==> config.mk <==
export PLATFORM = sky130hd
export DESIGN_NAME = hazard_ctrl_multi_flat
export DESIGN_NICKNAME = d
export VERILOG_FILES = /design/src/rtl/hazard_ctrl_multi_pkg.sv /design/src/rtl/hazard_ctrl_multi_if.sv /design/src/rtl/hazard_ctrl_multi_stall_cnt.sv /design/src/rtl/hazard_ctrl_multi.sv /design/src/flat_wrapper.sv
export SDC_FILE = /design/constraint.sdc
export NUM_CORES = 1
export LEC_CHECK = 0
export BUFFER_PORTS_ARGS = -buffer_cell sky130_fd_sc_hd__buf_2
export CAP_MARGIN = 15
export CORE_UTILIZATION = 50
export DETAILED_ROUTE_END_ITERATION = 16
export PLACE_DENSITY = 0.91
export SYNTH_ARGS = -nofsm -noshare
export SYNTH_HDL_FRONTEND = slang
export SYNTH_SLANG_ARGS = --single-unit
==> constraint.sdc <==
create_clock -name clk -period 3.2 [get_ports clk]
set_input_delay 0.32 -clock clk [delete_from_list [all_inputs] [get_ports clk]]
set_output_delay 0.32 -clock clk [all_outputs]
set_load 0.02 [all_outputs]
==> src/rtl/hazard_ctrl_multi_pkg.sv <==
`default_nettype none
// ============================================================================
// Module : hazard_ctrl_multi_pkg
// Brief  : Shared stage indices, controller state encoding and width helper
//          for the multi-source pipeline hazard controller.
// Rev    : 1.0 - initial release
// ============================================================================
package hazard_ctrl_multi_pkg;

   // Bit positions inside the hold/flush vectors
   localparam int STG_PC    = 0;
   localparam int STG_IFID  = 1;
   localparam int STG_IDEX  = 2;
   localparam int STG_EXMEM = 3;
   localparam int MIN_STAGES = 4;

   typedef enum logic [1:0] {
      ST_IDLE      = 2'd0,
      ST_LU_STALL  = 2'd1,
      ST_DIV_STALL = 2'd2
   } hz_state_e;

   // Counter width able to hold values 0..n-1, never narrower than one bit
   function automatic int cnt_w(input int n);
      return (n < 2) ? 1 : $clog2(n);
   endfunction

endpackage
`default_nettype wire

==> src/rtl/hazard_ctrl_multi_if.sv <==
`default_nettype none
// ============================================================================
// Module : hazard_ctrl_multi_if
// Brief  : Pipeline <-> hazard controller signal bundle. The pipeline side
//          (master) reports bus/decode/execute status and receives the
//          per-stage hold and flush vectors.
// Rev    : 1.0 - initial release
// ============================================================================
interface hazard_ctrl_multi_if #(
   parameter int REG_ADDR_W = 5,
   parameter int NUM_STAGES = 4
) ();
   typedef logic [NUM_STAGES-1:0] stage_bus_t;

   logic                  busy;
   logic                  jump;
   logic [REG_ADDR_W-1:0] ID_rs1;
   logic [REG_ADDR_W-1:0] ID_rs2;
   logic                  ID_rs1_en;
   logic                  ID_rs2_en;
   logic [REG_ADDR_W-1:0] EX_rd;
   logic                  EX_rmem;
   logic                  EX_div;
   stage_bus_t            hold;
   stage_bus_t            flush;

   modport master (
      output busy, jump, ID_rs1, ID_rs2, ID_rs1_en, ID_rs2_en, EX_rd, EX_rmem, EX_div,
      input  hold, flush
   );

   modport slave (
      input  busy, jump, ID_rs1, ID_rs2, ID_rs1_en, ID_rs2_en, EX_rd, EX_rmem, EX_div,
      output hold, flush
   );
endinterface
`default_nettype wire

==> src/rtl/hazard_ctrl_multi_stall_cnt.sv <==
`default_nettype none
// ============================================================================
// Module : hazard_stall_cnt
// Brief  : Load / decrement down-counter with freeze and zero flag. Load wins
//          over freeze so a stall can be armed while the bus is busy.
// Rev    : 1.0 - initial release
// ============================================================================
module hazard_stall_cnt #(
   parameter int WIDTH = 4
) (
   input  logic             clk,
   input  logic             rstn,
   input  logic             i_load,
   input  logic [WIDTH-1:0] i_load_val,
   input  logic             i_dec,
   input  logic             i_freeze,
   output logic [WIDTH-1:0] o_cnt,
   output logic             o_zero
);
   logic [WIDTH-1:0] r_cnt;

   // Count register: load, else decrement (saturating at zero) unless frozen
   always_ff @(posedge clk or negedge rstn) begin
      if (!rstn) begin
         r_cnt <= '0;
      end else if (i_load) begin
         r_cnt <= i_load_val;
      end else if (i_dec && !i_freeze && (r_cnt != '0)) begin
         r_cnt <= r_cnt - WIDTH'(1);
      end
   end

   assign o_cnt  = r_cnt;
   assign o_zero = (r_cnt == '0);
endmodule
`default_nettype wire

==> src/rtl/hazard_ctrl_multi.sv <==
`default_nettype none
// ============================================================================
// Module : hazard_ctrl_multi
// Brief  : Per-stage hold/flush generator combining bus-busy freeze, jump
//          flush, load-use bubble insertion and multi-cycle divide stall.
//          Pending jumps and bubbles survive busy periods.
// Rev    : 1.0 - initial release
// ============================================================================
module hazard_ctrl_multi
   import hazard_ctrl_multi_pkg::*;
#(
   parameter int REG_ADDR_W = 5,
   parameter int NUM_STAGES = 4,
   parameter int LU_BUBBLES = 1,
   parameter int DIV_CYCLES = 32
) (
   input  logic              clk,
   input  logic              rstn,
   hazard_ctrl_multi_if.slave bus
);
   localparam int LU_W  = cnt_w(LU_BUBBLES + 1);
   localparam int DIV_W = cnt_w(DIV_CYCLES);

   hz_state_e               r_state, w_state_nxt;
   logic                    r_jump_pend, w_jump_pend_nxt;
   logic [NUM_STAGES-1:0]   w_hold, w_flush;
   logic                    w_hazard, w_jump_req;
   logic                    w_lu_load, w_lu_dec, w_lu_zero;
   logic [LU_W-1:0]         w_lu_val, w_lu_cnt;
   logic                    w_div_load, w_div_dec, w_div_zero;
   logic [DIV_W-1:0]        w_div_cnt;
   logic                    w_unused;

   // Only the zero flag of the divide counter drives decisions
   assign w_unused = ^w_div_cnt;

   // x0 is hard-wired zero, so a load into it can never create a hazard
   assign w_hazard = bus.EX_rmem && (bus.EX_rd != '0) &&
                     ((bus.ID_rs1_en && (bus.ID_rs1 == bus.EX_rd)) ||
                      (bus.ID_rs2_en && (bus.ID_rs2 == bus.EX_rd)));
   assign w_jump_req = bus.jump || r_jump_pend;

   // Next-state, counter control and hold/flush generation
   always_comb begin
      w_state_nxt     = r_state;
      w_jump_pend_nxt = r_jump_pend;
      w_hold          = '0;
      w_flush         = '0;
      w_lu_load       = 1'b0;
      w_lu_val        = '0;
      w_lu_dec        = 1'b0;
      w_div_load      = 1'b0;
      w_div_dec       = 1'b0;
      if (bus.busy) begin
         // Whole pipe frozen; only arm stalls from IDLE and remember jumps
         w_hold          = '1;
         w_jump_pend_nxt = w_jump_req;
         if (r_state == ST_IDLE) begin
            if (bus.EX_div) begin
               w_state_nxt = ST_DIV_STALL;
               w_div_load  = 1'b1;
            end else if (w_hazard && !w_jump_req) begin
               // No bubble issued yet, so all of them are still owed
               w_state_nxt = ST_LU_STALL;
               w_lu_load   = 1'b1;
               w_lu_val    = LU_W'(LU_BUBBLES);
            end
         end
      end else begin
         case (r_state)
            ST_DIV_STALL: begin
               // A jump seen while the divide owns EX waits for the release
               w_jump_pend_nxt = w_jump_req;
               if (w_div_zero) begin
                  w_state_nxt = ST_IDLE;
               end else begin
                  w_hold[STG_IDEX:STG_PC] = 3'b111;
                  w_flush[STG_EXMEM]      = 1'b1;
                  w_div_dec               = 1'b1;
               end
            end
            default: begin
               if (w_jump_req) begin
                  // Squashes the ID instruction, so any owed bubbles are void
                  w_flush[STG_IFID] = 1'b1;
                  w_flush[STG_IDEX] = 1'b1;
                  w_jump_pend_nxt   = 1'b0;
                  w_state_nxt       = ST_IDLE;
               end else if (r_state == ST_LU_STALL) begin
                  w_hold[STG_IFID:STG_PC] = 2'b11;
                  w_flush[STG_IDEX]       = 1'b1;
                  w_lu_dec                = 1'b1;
                  if (w_lu_zero || (w_lu_cnt == LU_W'(1))) begin
                     w_state_nxt = ST_IDLE;
                  end
               end else if (bus.EX_div) begin
                  w_state_nxt = ST_DIV_STALL;
                  w_div_load  = 1'b1;
               end else if (w_hazard) begin
                  w_hold[STG_IFID:STG_PC] = 2'b11;
                  w_flush[STG_IDEX]       = 1'b1;
                  if (LU_BUBBLES > 1) begin
                     w_state_nxt = ST_LU_STALL;
                     w_lu_load   = 1'b1;
                     w_lu_val    = LU_W'(LU_BUBBLES - 1);
                  end
               end
            end
         endcase
      end
   end

   // State and pending-jump registers
   always_ff @(posedge clk or negedge rstn) begin
      if (!rstn) begin
         r_state     <= ST_IDLE;
         r_jump_pend <= 1'b0;
      end else begin
         r_state     <= w_state_nxt;
         r_jump_pend <= w_jump_pend_nxt;
      end
   end

   hazard_stall_cnt #(.WIDTH(LU_W)) u_lu_cnt (
      .clk        (clk),
      .rstn       (rstn),
      .i_load     (w_lu_load),
      .i_load_val (w_lu_val),
      .i_dec      (w_lu_dec),
      .i_freeze   (bus.busy),
      .o_cnt      (w_lu_cnt),
      .o_zero     (w_lu_zero)
   );

   hazard_stall_cnt #(.WIDTH(DIV_W)) u_div_cnt (
      .clk        (clk),
      .rstn       (rstn),
      .i_load     (w_div_load),
      .i_load_val (DIV_W'(DIV_CYCLES - 1)),
      .i_dec      (w_div_dec),
      .i_freeze   (bus.busy),
      .o_cnt      (w_div_cnt),
      .o_zero     (w_div_zero)
   );

   // Outputs drop together with an asserted reset, independent of inputs
   assign bus.hold  = rstn ? w_hold  : '0;
   assign bus.flush = rstn ? w_flush : '0;

   a_jump_not_div: assert property (@(posedge clk) disable iff (!rstn) !(bus.jump && bus.EX_div));
endmodule
`default_nettype wire

==> src/flat_wrapper.sv <==
// flat-port wrapper written by rule: the top's interface ports become plain ports
module hazard_ctrl_multi_flat import hazard_ctrl_multi_pkg::*;
#(
   parameter int REG_ADDR_W = 5,
   parameter int NUM_STAGES = 4,
   parameter int LU_BUBBLES = 1,
   parameter int DIV_CYCLES = 32
)
  (clk, rstn, bus_busy, bus_jump, bus_ID_rs1, bus_ID_rs2, bus_ID_rs1_en, bus_ID_rs2_en, bus_EX_rd, bus_EX_rmem, bus_EX_div, bus_hold, bus_flush);
  hazard_ctrl_multi_if #(.REG_ADDR_W(REG_ADDR_W), .NUM_STAGES(NUM_STAGES)) bus_i ();
  input  logic clk;
  input  logic rstn;
  input wire logic [$bits(bus_i.busy)-1:0] bus_busy;
  input wire logic [$bits(bus_i.jump)-1:0] bus_jump;
  input wire logic [$bits(bus_i.ID_rs1)-1:0] bus_ID_rs1;
  input wire logic [$bits(bus_i.ID_rs2)-1:0] bus_ID_rs2;
  input wire logic [$bits(bus_i.ID_rs1_en)-1:0] bus_ID_rs1_en;
  input wire logic [$bits(bus_i.ID_rs2_en)-1:0] bus_ID_rs2_en;
  input wire logic [$bits(bus_i.EX_rd)-1:0] bus_EX_rd;
  input wire logic [$bits(bus_i.EX_rmem)-1:0] bus_EX_rmem;
  input wire logic [$bits(bus_i.EX_div)-1:0] bus_EX_div;
  output wire logic [$bits(bus_i.hold)-1:0] bus_hold;
  output wire logic [$bits(bus_i.flush)-1:0] bus_flush;
  assign bus_i.busy = bus_busy;
  assign bus_i.jump = bus_jump;
  assign bus_i.ID_rs1 = bus_ID_rs1;
  assign bus_i.ID_rs2 = bus_ID_rs2;
  assign bus_i.ID_rs1_en = bus_ID_rs1_en;
  assign bus_i.ID_rs2_en = bus_ID_rs2_en;
  assign bus_i.EX_rd = bus_EX_rd;
  assign bus_i.EX_rmem = bus_EX_rmem;
  assign bus_i.EX_div = bus_EX_div;
  assign bus_hold = bus_i.hold;
  assign bus_flush = bus_i.flush;
  hazard_ctrl_multi #(.REG_ADDR_W(REG_ADDR_W), .NUM_STAGES(NUM_STAGES), .LU_BUBBLES(LU_BUBBLES), .DIV_CYCLES(DIV_CYCLES)) u_core (.clk(clk), .rstn(rstn), .bus(bus_i));
endmodule
==> impl_metrics.tcl <==
set metrics [dict create \
    grt-busiest-layer "met2" \
    skew_ns 0.00658 \
    fp.dieW_microns 40.4 \
    synth_ff_type "dfrtp_1" \
    dr_total_vias 734 \
    overflow 0 \
    synth_edf_count 0 \
    async_reset_ff_share_pct 100 \
    fin_cells 135 \
    design_area_sq_um 917 \
    status "finished clean" \
    fp.coreArea_sq_um 1330 \
    slowest_stage "or4b_4" \
    dpl.cell_count 131 \
    antenna_found_initial 0 \
    rsz0062_at_grt "no" \
    synthTopCellsByArea "dfrtp_1, xor2_1, ha_1" \
    routed_wl_microns 1620 \
    grt_pass1_wl_microns 2330 \
    diodes 0 \
    placed_area_sq_um 885 \
    multi_input_area_sq_um 498 \
    synth_cell_types 35 \
    slew_violations 0 \
    vias_per_cell 5.44 \
    drive_above_1_share_pct 32.5 \
    grt_max_degree 13 \
    holdBufCountCts 1 \
    start_util_pct 55.2 \
    clock_tree.buffer_depth 2 \
    avgSynthCellArea_sq_um 8.27 \
    synth_fp_nets 116 \
    yosysWarningCount 0 \
    startpoint_type "flop" \
    cap_violations 0 \
    die_y_microns 40.4 \
    gp_congestion 0.793 \
    dp_hpwl_microns 1320 \
    fill_cells 109 \
    worstPathArrival_ns 1.90 \
    num_rows 13 \
    io_pins 31 \
    crit_type "reg2out" \
    cts_post_setup_buffers_inserted 0 \
    setup_viol 0 \
    nNetsFinal 149 \
    grt_pass1_vias 621 \
    worst_hold_slack_ns 0.415 \
    drtIter0Drc 17 \
    cts_tree "built" \
    finalPower_w 0.000483 \
    hold_viol_final 0 \
    ir_drop_uv 401 \
    powerDensity_nw_per_um2 527 \
    p_leak_nw 0.434 \
    worstHoldPathType "in2reg" \
    final_antenna_net_count 0 \
    post_drt_wl_per_cell_microns 12.0 \
    drc 0 \
    syn_inst 89 \
    fin_crit_ns 2.22 \
    grt_use_met1_pct 27.9 \
    synth_seq_area_share_pct 27.2 \
    clockRootBuffer "clkbuf_4" \
    firstDrtPassIters 4 \
    max_stage_delay_ns 0.49 \
    use_met3_pct 2.78 \
    cp_data_required_time_ns 2.88 \
    h-tree-depth 1 \
    endpoint_kind "output port" \
    final_cell_mix "buf_2, nand2_1, nor2_1, xor2_1, dfrtp_1" \
    clock_sinks 8 \
    synth-seq-cells 8 \
    max_freq_mhz 450 \
    yosysTopAreaCellShare_pct 27.2 \
    design.die.area_sq_um 1630 \
    path_cells "inv_1 -> ha_1 -> or4b_4 -> a21oi_4 -> o22ai_1 -> buf_2" \
    met2_usage_pct 33.7 \
    synth_top_area_cell "dfrtp_1" \
    finalCritPeriodShare_pct 69.5 \
    critPathMaxFanout 6 \
    clk_pin_slew_ns 0.06 \
    io_buffers 29 \
    mostFrequentLayoutCell "buf_2" \
    clock_latency_ns 0.25 \
    grt_usage_pct 21.4 \
    tns_ns 0 \
    syn2layout_area_growth_pct 24.7 \
    synth.cell_area_sq_um 736 \
    cts_buffers 3 \
    seq_area_sq_um 200 \
    cts_resized 0 \
]
## report_power, final
part	total [W]	internal (W)	leakage, nW	switching [W]
clock	0.0000765	0.0000429	0.0138	0.0000336
sequential	0.000157	0.000131	0.0845	0.0000254
combinational	0.000250	0.000107	0.336	0.000143
total	0.000483	0.000281	0.434	0.000202
## metal layers
layer  vias up  part of all wire [%]
met4         0                     0
met1       340                    45
li1        368                     -
met5         -                     0
met3         0                   6.0
met2        26                    48
## metrics by stage
stage / utilization [%] / worst slack (ns)
2_1_floorplan: - / 1.09
3_3_place_gp: 66.3 / 1.05
3_5_place_dp: 66.3 / 1.03
4_1_cts: 68.8 / 0.975
5_1_grt: 68.8 / 0.868
6_report: 68.8 / 0.976
## synth_stat cells (all sizes together) (2+ instances only)
| library cell | n |
|---|---|
| o22ai | 2 |
| a21oi | 3 |
| or4 | 2 |
| xor2 | 9 |
| and2 | 4 |
| a211oi | 2 |
| ha | 4 |
| dfrtp | 8 |
| nand2 | 10 |
| inv | 6 |
| nor4 | 3 |
| buf | 2 |
| xnor2 | 3 |
| nand2b | 2 |
| nor3 | 3 |
| o21ai | 3 |
| and3 | 2 |
| nor2 | 10 |
## area by class of cell
cell class / instances / area share, %
sequential: 8 / 21.8
tap: 15 / 2.05
timing repair buffer: 30 / 16.9
inverter: 6 / 2.46
multi-input combinational: 73 / 54.3
clock buffer: 3 / 2.46
## cell families (layout without fill, tap and decap cells)
family	after synthesis	count (layout)	synth area share (%)
AO/OA/AOI/OAI	15	15	15.6
XOR/XNOR	12	12	14.3
adder cells (fa/ha/maj)	4	4	6.80
buffers and inverters	8	39	5.10
flip-flops	8	8	27.2
other	1	1	0.510
AND/OR/NAND/NOR	41	41	30.4
## worst max-delay path, delay by kind of cell, from the launching register on
family | cells | cell delay, ns
buf+inv | 2 | 0.24
flops | 1 | 0.40
simple gates | 1 | 0.49
compound gates | 2 | 0.35
fa+ha+maj | 1 | 0.17
## final timing paths
path	startpoint	end	slack (ns)	cells after the start
worst min register to register	u_core.u_div_cnt.o_cnt[4]$_DFFE_PN0P_	u_core.u_div_cnt.o_cnt[4]$_DFFE_PN0P_	0.54	1
worst max register to register	u_core.u_div_cnt.o_cnt[0]$_DFFE_PN0P_	u_core.r_state[1]$_DFFE_PN0P_	1.01	7
min in group asynchronous	rstn	u_core.u_div_cnt.o_cnt[0]$_DFFE_PN0P_	0.46	2
worst min-delay path	bus_jump	u_core.r_jump_pend$_DFFE_PN0P_	0.42	3
max in group asynchronous	rstn	u_core.r_state[0]$_DFFE_PN0P_	2.54	2
worst max-delay path	u_core.u_div_cnt.o_cnt[0]$_DFFE_PN0P_	bus_hold[0]	0.98	6
## registers in the layout (all words and copies together), names as in the netlist
name and count:
u_core.u_div_cnt.o_cnt 5, u_core.r_jump_pend 1, u_core.r_state 2
Note: power is estimated with default switching activity, not from simulation.
